$ cat config.mk
export PLATFORM = sky130hd
export DESIGN_NAME = traffic_phase_scheduler
export DESIGN_NICKNAME = d
export VERILOG_FILES = /design/src/rtl/traffic_phase_scheduler.sv
export SDC_FILE = /design/constraint.sdc
export NUM_CORES = 1
export LEC_CHECK = 0
export CAP_MARGIN = 20
export CORE_MARGIN = 5
export CORE_UTILIZATION = 35
export CTS_CLUSTER_SIZE = 30
export DETAILED_ROUTE_END_ITERATION = 10
export GPL_ROUTABILITY_DRIVEN = 0
export GPL_TIMING_DRIVEN = 0
export PLACE_DENSITY_LB_ADDON = 0.3
export SKIP_CTS_REPAIR_TIMING = 1
export SLEW_MARGIN = 10
export SYNTH_ARGS = -nofsm -noshare
export SYNTH_HDL_FRONTEND = slang
export SYNTH_SLANG_ARGS = --single-unit
export TNS_END_PERCENT = 5
$ cat constraint.sdc
create_clock -name clk -period 2.8 [get_ports clk]
set_input_delay 0.56 -clock clk [delete_from_list [all_inputs] [get_ports clk]]
set_output_delay 0.56 -clock clk [all_outputs]
set_load 0.01 [all_outputs]
$ cat src/rtl/traffic_phase_scheduler.sv
// traffic_phase_scheduler
//
// Actuated two-road phase scheduler. The main road rests in green; latched
// side-street vehicle or pedestrian demand starts a full cycle:
// main yellow -> all-red -> side green -> side yellow -> all-red -> main green.
// An emergency preempt forces the side green to end immediately (the
// clearance intervals still run in full). If the preempt is active when the
// first all-red ends, right-of-way returns to the main road.
//
// Light encoding: 00 red, 01 yellow, 10 green (11 never driven).
//
// Ports
//   clk         system clock, rising edge
//   rst_n       synchronous active-low reset
//   side_car    side-street vehicle detector (level)
//   ped_req     pedestrian push-button (pulse or level)
//   emerg       emergency preempt (level)
//   main_light  main-road head
//   side_light  side-street head
//   walk        pedestrian walk indication
//   phase       current state code (debug)
//
// state       | code | meaning
// ------------+------+------------------------------------------
// MAIN_GREEN  |  0   | rest state, main green, waits for demand
// MAIN_YELLOW |  1   | main yellow clearance
// ALLRED_A    |  2   | all-red before side green (preempt check)
// SIDE_GREEN  |  3   | side green, SIDE_MIN..SIDE_MAX cycles
// SIDE_YELLOW |  4   | side yellow clearance
// ALLRED_B    |  5   | all-red before returning to main green

module traffic_phase_scheduler #(
    parameter int TW       = 8,
    parameter int MAIN_MIN = 6,
    parameter int YELLOW   = 3,
    parameter int ALL_RED  = 2,
    parameter int SIDE_MIN = 4,
    parameter int SIDE_MAX = 8
) (
    input  logic       clk,
    input  logic       rst_n,
    input  logic       side_car,
    input  logic       ped_req,
    input  logic       emerg,
    output logic [1:0] main_light,
    output logic [1:0] side_light,
    output logic       walk,
    output logic [2:0] phase
);

    typedef enum logic [2:0] {
        MAIN_GREEN  = 3'd0,
        MAIN_YELLOW = 3'd1,
        ALLRED_A    = 3'd2,
        SIDE_GREEN  = 3'd3,
        SIDE_YELLOW = 3'd4,
        ALLRED_B    = 3'd5
    } state_t;

    localparam logic [1:0] LIGHT_RED    = 2'b00;
    localparam logic [1:0] LIGHT_YELLOW = 2'b01;
    localparam logic [1:0] LIGHT_GREEN  = 2'b10;

    // A state of duration D exits on the edge where timer == D-1.
    localparam logic [TW-1:0] MAIN_MIN_M1 = TW'(MAIN_MIN - 1);
    localparam logic [TW-1:0] YELLOW_M1   = TW'(YELLOW - 1);
    localparam logic [TW-1:0] ALL_RED_M1  = TW'(ALL_RED - 1);
    localparam logic [TW-1:0] SIDE_MIN_M1 = TW'(SIDE_MIN - 1);
    localparam logic [TW-1:0] SIDE_MAX_M1 = TW'(SIDE_MAX - 1);
    localparam logic [TW-1:0] TIMER_MAX   = '1;

    state_t        state;
    state_t        state_next;
    logic [TW-1:0] timer;
    logic          car_pend;
    logic          ped_pend;
    logic          ped_served;
    logic          demand;
    logic          enter_side;
    logic          leave_side;

    assign demand     = car_pend | ped_pend;
    assign enter_side = (state_next == SIDE_GREEN) && (state != SIDE_GREEN);
    assign leave_side = (state == SIDE_GREEN) && (state_next != SIDE_GREEN);

    always_ff @(posedge clk) begin
        if (!rst_n) begin
            state      <= MAIN_GREEN;
            timer      <= '0;
            car_pend   <= 1'b0;
            ped_pend   <= 1'b0;
            ped_served <= 1'b0;
        end else begin
            state <= state_next;

            if (state_next != state) begin
                timer <= '0;
            end else if (timer != TIMER_MAX) begin
                timer <= timer + 1'b1;
            end

            // Entering side green serves every request seen so far,
            // including one sampled on that same edge.
            if (enter_side) begin
                car_pend <= 1'b0;
                ped_pend <= 1'b0;
            end else begin
                car_pend <= car_pend | side_car;
                ped_pend <= ped_pend | ped_req;
            end

            if (enter_side) begin
                ped_served <= ped_pend | ped_req;
            end else if (leave_side) begin
                ped_served <= 1'b0;
            end
        end
    end

    always_comb begin
        state_next = state;
        case (state)
            MAIN_GREEN: begin
                // emerg has priority over demand: stay on main green.
                if ((timer >= MAIN_MIN_M1) && demand && !emerg) begin
                    state_next = MAIN_YELLOW;
                end
            end
            MAIN_YELLOW: begin
                if (timer == YELLOW_M1) begin
                    state_next = ALLRED_A;
                end
            end
            ALLRED_A: begin
                // Preempt skips the side phase; latches stay pending.
                if (timer == ALL_RED_M1) begin
                    state_next = emerg ? MAIN_GREEN : SIDE_GREEN;
                end
            end
            SIDE_GREEN: begin
                if (emerg || ((timer >= SIDE_MIN_M1) && !side_car) ||
                    (timer == SIDE_MAX_M1)) begin
                    state_next = SIDE_YELLOW;
                end
            end
            SIDE_YELLOW: begin
                if (timer == YELLOW_M1) begin
                    state_next = ALLRED_B;
                end
            end
            ALLRED_B: begin
                if (timer == ALL_RED_M1) begin
                    state_next = MAIN_GREEN;
                end
            end
            default: begin
                state_next = MAIN_GREEN;
            end
        endcase
    end

    always_comb begin
        main_light = LIGHT_RED;
        side_light = LIGHT_RED;
        case (state)
            MAIN_GREEN:  main_light = LIGHT_GREEN;
            MAIN_YELLOW: main_light = LIGHT_YELLOW;
            SIDE_GREEN:  side_light = LIGHT_GREEN;
            SIDE_YELLOW: side_light = LIGHT_YELLOW;
            default: begin
                main_light = LIGHT_RED;
                side_light = LIGHT_RED;
            end
        endcase
    end

    assign walk  = (state == SIDE_GREEN) && ped_served;
    assign phase = state;

endmodule

==> qor.csv, run 1 <==
metric;value;unit
outcome;complete, no violations;
fin_skew;6.63;ps
htree_levels;1;
irDropWorstVdd;0.223;mV
numCtsBuffers;3;
switching_share;27.9;%
cp_max_fo;9;
design_area;0.00121;mm2
die_x;63.8;um
slowest_stage;dfxtp_1;
p_leak;0.438;nW
finalMaxSlewViolations;0;
max_freq;408;MHz
synthFlopType;dfxtp_1;
drt_first_iter_violations;70;
ys.warnings.count;0;
netlist_area;0.00101;mm2
cts-root-buf;clkbuf_4;
grt_max_degree;11;
num_io_pins;13;
tritoncts;done;
wl_per_cell;13.8;um
tightest_slew;706;ps
wl;2.36;mm
hp-class;flop to flop;
synth_area_per_cell;8.16;um2
relSlewSlack;52.8;%
cts_buffer_depth;2;
die_y;63.8;um
tns;0;ps
area.growth.synth_to_final;19.3;%
p_per_area;365;mW/mm2
r2r_slack;490;ps
r2r-end;ped_served;
setup_violations;0;
placed_cell_area;0.00117;mm2
cp.required;2240;ps
path_cells;inv_4, nor3_4, and2_1, clkdlybuf4s50_1;
net-switching-power;0.123;mW
crit_path_start;phase[0];
grt_first_pass_wirelength;4.00;mm
nNetsFinal;151;
seq_area_frac_synth;27.7;%
crit_path_end;walk;
power;0.440;mW
clock_latency;290;ps
fp.dieArea;0.00407;mm2
cts.sinks;14;
start_util;36.7;%
max_stage_delay;600;ps
power_frac_comb;16.7;%
placementRows;19;
viasPerCell;5.62;
yosys.cell_types.count;47;
diodes;0;
grt-ovfl-total;0;
drive_above_1_share;11.4;%
grtUsageTotal;12.1;%
fin_crit;2450;ps
dp_hpwl;1.79;mm
internal_power;0.318;mW
ant_nets;0;
p_clk_share;34.7;%
grt_setup_unrepaired;false;
path_clk_slew;100;ps
grt_pass1_vias;871;
synthArstFlopShare;0;%
power_frac_seq;48.6;%
startpoint_type;flop;
cp.arrival;1890;ps
syn-num-nets;134;
r2r-start;timer[0];
ys_ff_latch;14;
antenna_found_initial;0;
dr.pass1.iters;4;
path_class;flop to primary output;
end_kind;primary output;
maxCapViolCount;0;
synth_edf_count;0;
numPortBuffers;12;
coreArea;0.00276;mm2
vias;961;
drc_errors;0;
syn-instance-count;124;
hold_viol;0;
finalCoreUtilization;43.8;%
r2r_cells;9;
period_share;87.5;%
[logic make-up (layout without fill, tap and decap cells)]
family / after synthesis / after routing / share of synthesized area (%)
compound gates: 42 / 42 / 32.3
xor+xnor: 3 / 3 / 2.60
fa+ha+maj: 5 / 5 / 6.18
buf+inv: 13 / 29 / 5.44
flops: 14 / 14 / 27.7
simple gates: 47 / 47 / 25.8
[registers in the layout (all words and copies together) (netlist names)]
register and count:
car_pend 1, timer 8, phase 3, ped_served 1, ped_pend 1
[layer usage]
| metal | GRT usage (%) | vias up | routed length [um] |
|---|---|---|---|
| li1 | - | 495 | - |
| met1 | 14.7 | 448 | 1130 |
| met2 | 19.9 | 14 | 1100 |
| met3 | 4.03 | 4 | 96 |
| met4 | 3.90 | 0 | 27 |
| met5 | 0 | - | 0 |
[through the flow]
stage	setup slack, ps	hold slack [ps]	instances
after global placement	362	453	167
after CTS	337	479	171
after detailed placement	312	464	167
final	350	480	171
after floorplan	681	435	124
after global routing	260	491	171
[power groups by stage]
| stage | sequential [mW] | clock, mW | combinational (mW) |
|---|---|---|---|
| detailed placement | 0.219 | 0 | 0.0726 |
| CTS | 0.214 | 0.160 | 0.0733 |
| global route | 0.215 | 0.170 | 0.0823 |
| floorplan | 0.217 | 0 | 0.0519 |
| finish | 0.214 | 0.153 | 0.0734 |
| global placement | 0.218 | 0 | 0.0715 |
[synthesized netlist by cell type (3+ instances only)]
| cell type | number | area, um2 |
|---|---|---|
| o21a_1 | 3 | 22.5 |
| ha_1 | 5 | 62.6 |
| a21oi_1 | 3 | 15.0 |
| and2_1 | 3 | 18.8 |
| dfxtp_1 | 14 | 280 |
| nor2b_1 | 4 | 25.0 |
| a31oi_1 | 8 | 50.1 |
| nor2_1 | 10 | 37.5 |
| nand2_1 | 5 | 18.8 |
| buf_2 | 3 | 15.0 |
| inv_1 | 5 | 18.8 |
| nand3_1 | 7 | 35.0 |
| nor3_1 | 3 | 15.0 |
| nand2b_1 | 3 | 18.8 |
| o21ai_0 | 7 | 35.0 |
[critical path, delay by kind of cell, from the launching register on]
family	cells	cell delay (ps)
buffers and inverters	2	630
flip-flops	1	600
AND/OR/NAND/NOR	2	360
[area by class of cell]
| cell class | instances | area [um2] |
|---|---|---|
| Inverter | 8 | 32.5 |
| Timing Repair Buffer | 12 | 120 |
| Sequential cell | 14 | 280 |
| Buffer | 5 | 22.5 |
| Tap cell | 31 | 38.8 |
| Clock buffer | 4 | 36.3 |
| Fill cell | 287 | 1550 |
| Multi-Input combinational cell | 97 | 677 |
[cells in the final DEF (no fill, tap or decap), drive strengths merged, types with 2 or more instances in the layout]
| master | synthesis | layout |
|---|---|---|
| buf | 3 | 3 |
| o21ai | 9 | 9 |
| inv | 8 | 8 |
| o21a | 3 | 3 |
| nor3 | 5 | 5 |
| nand3 | 7 | 7 |
| nor2 | 10 | 10 |
| xor2 | 2 | 2 |
| and3 | 2 | 2 |
| ha | 5 | 5 |
| nor2b | 4 | 4 |
| and2 | 3 | 3 |
| or2 | 2 | 2 |
| a311oi | 2 | 2 |
| a31oi | 8 | 8 |
| or3 | 2 | 2 |
| nand2 | 5 | 5 |
| a21oi | 3 | 3 |
| clkbuf | 2 | 6 |
| clkdlybuf4s50 | 0 | 12 |
| o211ai | 2 | 2 |
| a21o | 2 | 2 |
| nor3b | 2 | 2 |
| nand2b | 3 | 3 |
| dfxtp | 14 | 14 |
[how the worst min path moves through the flow]
stage,from,to,cells past startpoint,slack (ps)
after global routing,car_pend,car_pend,2,490
after detailed placement,car_pend,car_pend,2,460
after floorplan,car_pend,car_pend,2,430
after global placement,car_pend,car_pend,2,450
final,car_pend,car_pend,2,480
after CTS,car_pend,car_pend,2,480
(Power assumes the default switching activity.)
==> run 2, diff against run 1 <==
--- a/config.mk
+++ b/config.mk
@@ -5,7 +5,6 @@
 export SDC_FILE = /design/constraint.sdc
 export NUM_CORES = 1
 export LEC_CHECK = 0
-export CAP_MARGIN = 20
 export CORE_MARGIN = 5
 export CORE_UTILIZATION = 35
 export CTS_CLUSTER_SIZE = 30
==> results of run 2 <==
Final layout, timing and power as in run 1 (identical DEF).
==> run 3, diff against run 2 <==
--- a/config.mk
+++ b/config.mk
@@ -11,7 +11,7 @@
 export DETAILED_ROUTE_END_ITERATION = 10
 export GPL_ROUTABILITY_DRIVEN = 0
 export GPL_TIMING_DRIVEN = 0
-export PLACE_DENSITY_LB_ADDON = 0.3
+export PLACE_DENSITY_LB_ADDON = 0.15
 export SKIP_CTS_REPAIR_TIMING = 1
 export SLEW_MARGIN = 10
 export SYNTH_ARGS = -nofsm -noshare
==> run 3 against run 2 <==
Against the previous run: hold slack got worse by 2.3 ps; worst setup slack improved by 53 ps; non-clock buffer count did not move; sequential cell count did not move; wire length did not move; sequential power barely moved; clock power fell by 22%; cell area fell by 1.1%; maximum frequency rose by 2.2%; clock skew fell by 2.9 ps; cell count fell by 0.58%; power fell by 7.7%; highest routed layer unchanged.
==> qor.csv, run 3 (synthesis gave the netlist of run 1 again) <==
metric;value;unit;change
end_kind;primary output;;
grtUsageTotal;11.9;%;-0.15 points
dr.pass1.iters;4;;unchanged
cts-root-buf;clkbuf_4;;
hold_viol;0;;unchanged
ant_nets;0;;unchanged
layout.cells.non_filler;170;;-0.58%
numPortBuffers;12;;unchanged
die_x;63.8;um;unchanged
period_share;85.6;%;-1.9 points
cts_buffer_depth;2;;unchanged
cts.sinks;14;;unchanged
relSlewSlack;51.0;%;-1.8 points
holdPathStages;2;;unchanged
cp_max_fo;10;;+1
path_class;flop to primary output;;
tns;0;ps;unchanged
grt-ovfl-total;0;;unchanged
htree_levels;1;;unchanged
viasPerCell;5.61;;-0.14%
fin_crit;2400;ps;-52.9 ps
placementRows;19;;unchanged
outcome;complete, no violations;;
drc_errors;0;;unchanged
path_clk_slew;90;ps;about the same
r2r_cells;9;;unchanged
dp_cells;167;;unchanged
tritoncts;done;;
fin_skew;3.73;ps;-2.90 ps
grt_max_degree;11;;unchanged
fp.dieArea;0.00407;mm2;unchanged
layout_common_cells;dfxtp_1 (14), clkdlybuf4s50_1 (12), nor2_1 (10);;
drive_above_1_share;10.8;%;-0.64 points
p_leak;0.430;nW;-1.6%
nFillCells;293;;+2.1%
cp.arrival;1840;ps;-50 ps
grt_pass1_vias;877;;+0.69%
num_io_pins;13;;unchanged
regMostFlops;timer;;
area.growth.synth_to_final;17.9;%;
hp-class;flop to flop;;
power;0.406;mW;-7.7%
dp_hpwl;1.80;mm;+0.81%
wl_per_cell;13.9;um;+0.59%
max_freq;417;MHz;+2.2%
grt_first_pass_wirelength;3.97;mm;-0.70%
final_common_cell;dfxtp_1;;
die_y;63.8;um;unchanged
p_per_area;341;mW/mm2;-6.6%
maxCapViolCount;0;;unchanged
tightest_slew;732;ps;+26.2 ps
startpoint_type;flop;;
nNetsFinal;151;;unchanged
drt_first_iter_violations;29;;-59%
numCtsBuffers;3;;unchanged
clock_latency;280;ps;about the same
start_util;36.7;%;unchanged
finalMaxSlewViolations;0;;unchanged
finalCoreUtilization;43.3;%;-0.50 points
vias;954;;-0.73%
irDropWorstVdd;0.210;mV;-6.0%
wl;2.36;mm;unchanged
design_area;0.00119;mm2;-1.1%
setup_violations;0;;unchanged
cp.required;2240;ps;about the same
placed_cell_area;0.00117;mm2;unchanged
coreArea;0.00276;mm2;unchanged
largest_register_ffs;8;;unchanged
antenna_found_initial;0;;unchanged
diodes;0;;unchanged
grt_setup_unrepaired;false;;
-- run 3: path summary, 6_finish.rpt --
kind / from / to / slack (ps)
worst max-delay path: phase[1] / walk / 400
worst min-delay path: car_pend / car_pend / 480
worst max register to register: timer[0] / ped_served / 450
worst min register to register: car_pend / car_pend / 480
-- run 3: area by class of cell --
type | instances | area, um2 | area share, %
inverter | 8 | 32.5 | 2.73
sequential | 14 | 280 | 23.5
timing repair buffer | 12 | 120 | 10.1
clock buffer | 3 | 22.5 | 1.89
buffer | 5 | 22.5 | 1.89
tap | 31 | 38.8 | 3.25
multi-input combinational | 97 | 677 | 56.7
-- run 3: routing by layer --
layer	GRT usage [%]	wire, um
met3	2.98	100
met4	3.90	30
met5	0	0
met1	16.4	1190
met2	18.1	1030
-- run 3: worst max-delay path, stage by stage, from the launching register on --
cell and delay (ps):
dfxtp_1 330, buf_2 200, inv_2 90, nor3_4 240, and2_1 160, clkdlybuf4s50_1 530
-- run 3: per-stage QoR --
stage | worst slack [ps] | hold slack (ps)
2_1_floorplan | 681 | 435
3_3_place_gp | 314 | 455
3_5_place_dp | 296 | 463
4_1_cts | 368 | 478
5_1_grt | 267 | 492
6_report | 402 | 477
-- run 3: report_power, final --
part,internal (mW),leakage (nW),switching [mW],total [mW]
Combinational,0.0316,0.303,0.0421,0.0737
Clock,0.0500,0.0138,0.0691,0.119
Sequential,0.207,0.114,0.00714,0.214
Total,0.288,0.430,0.118,0.406
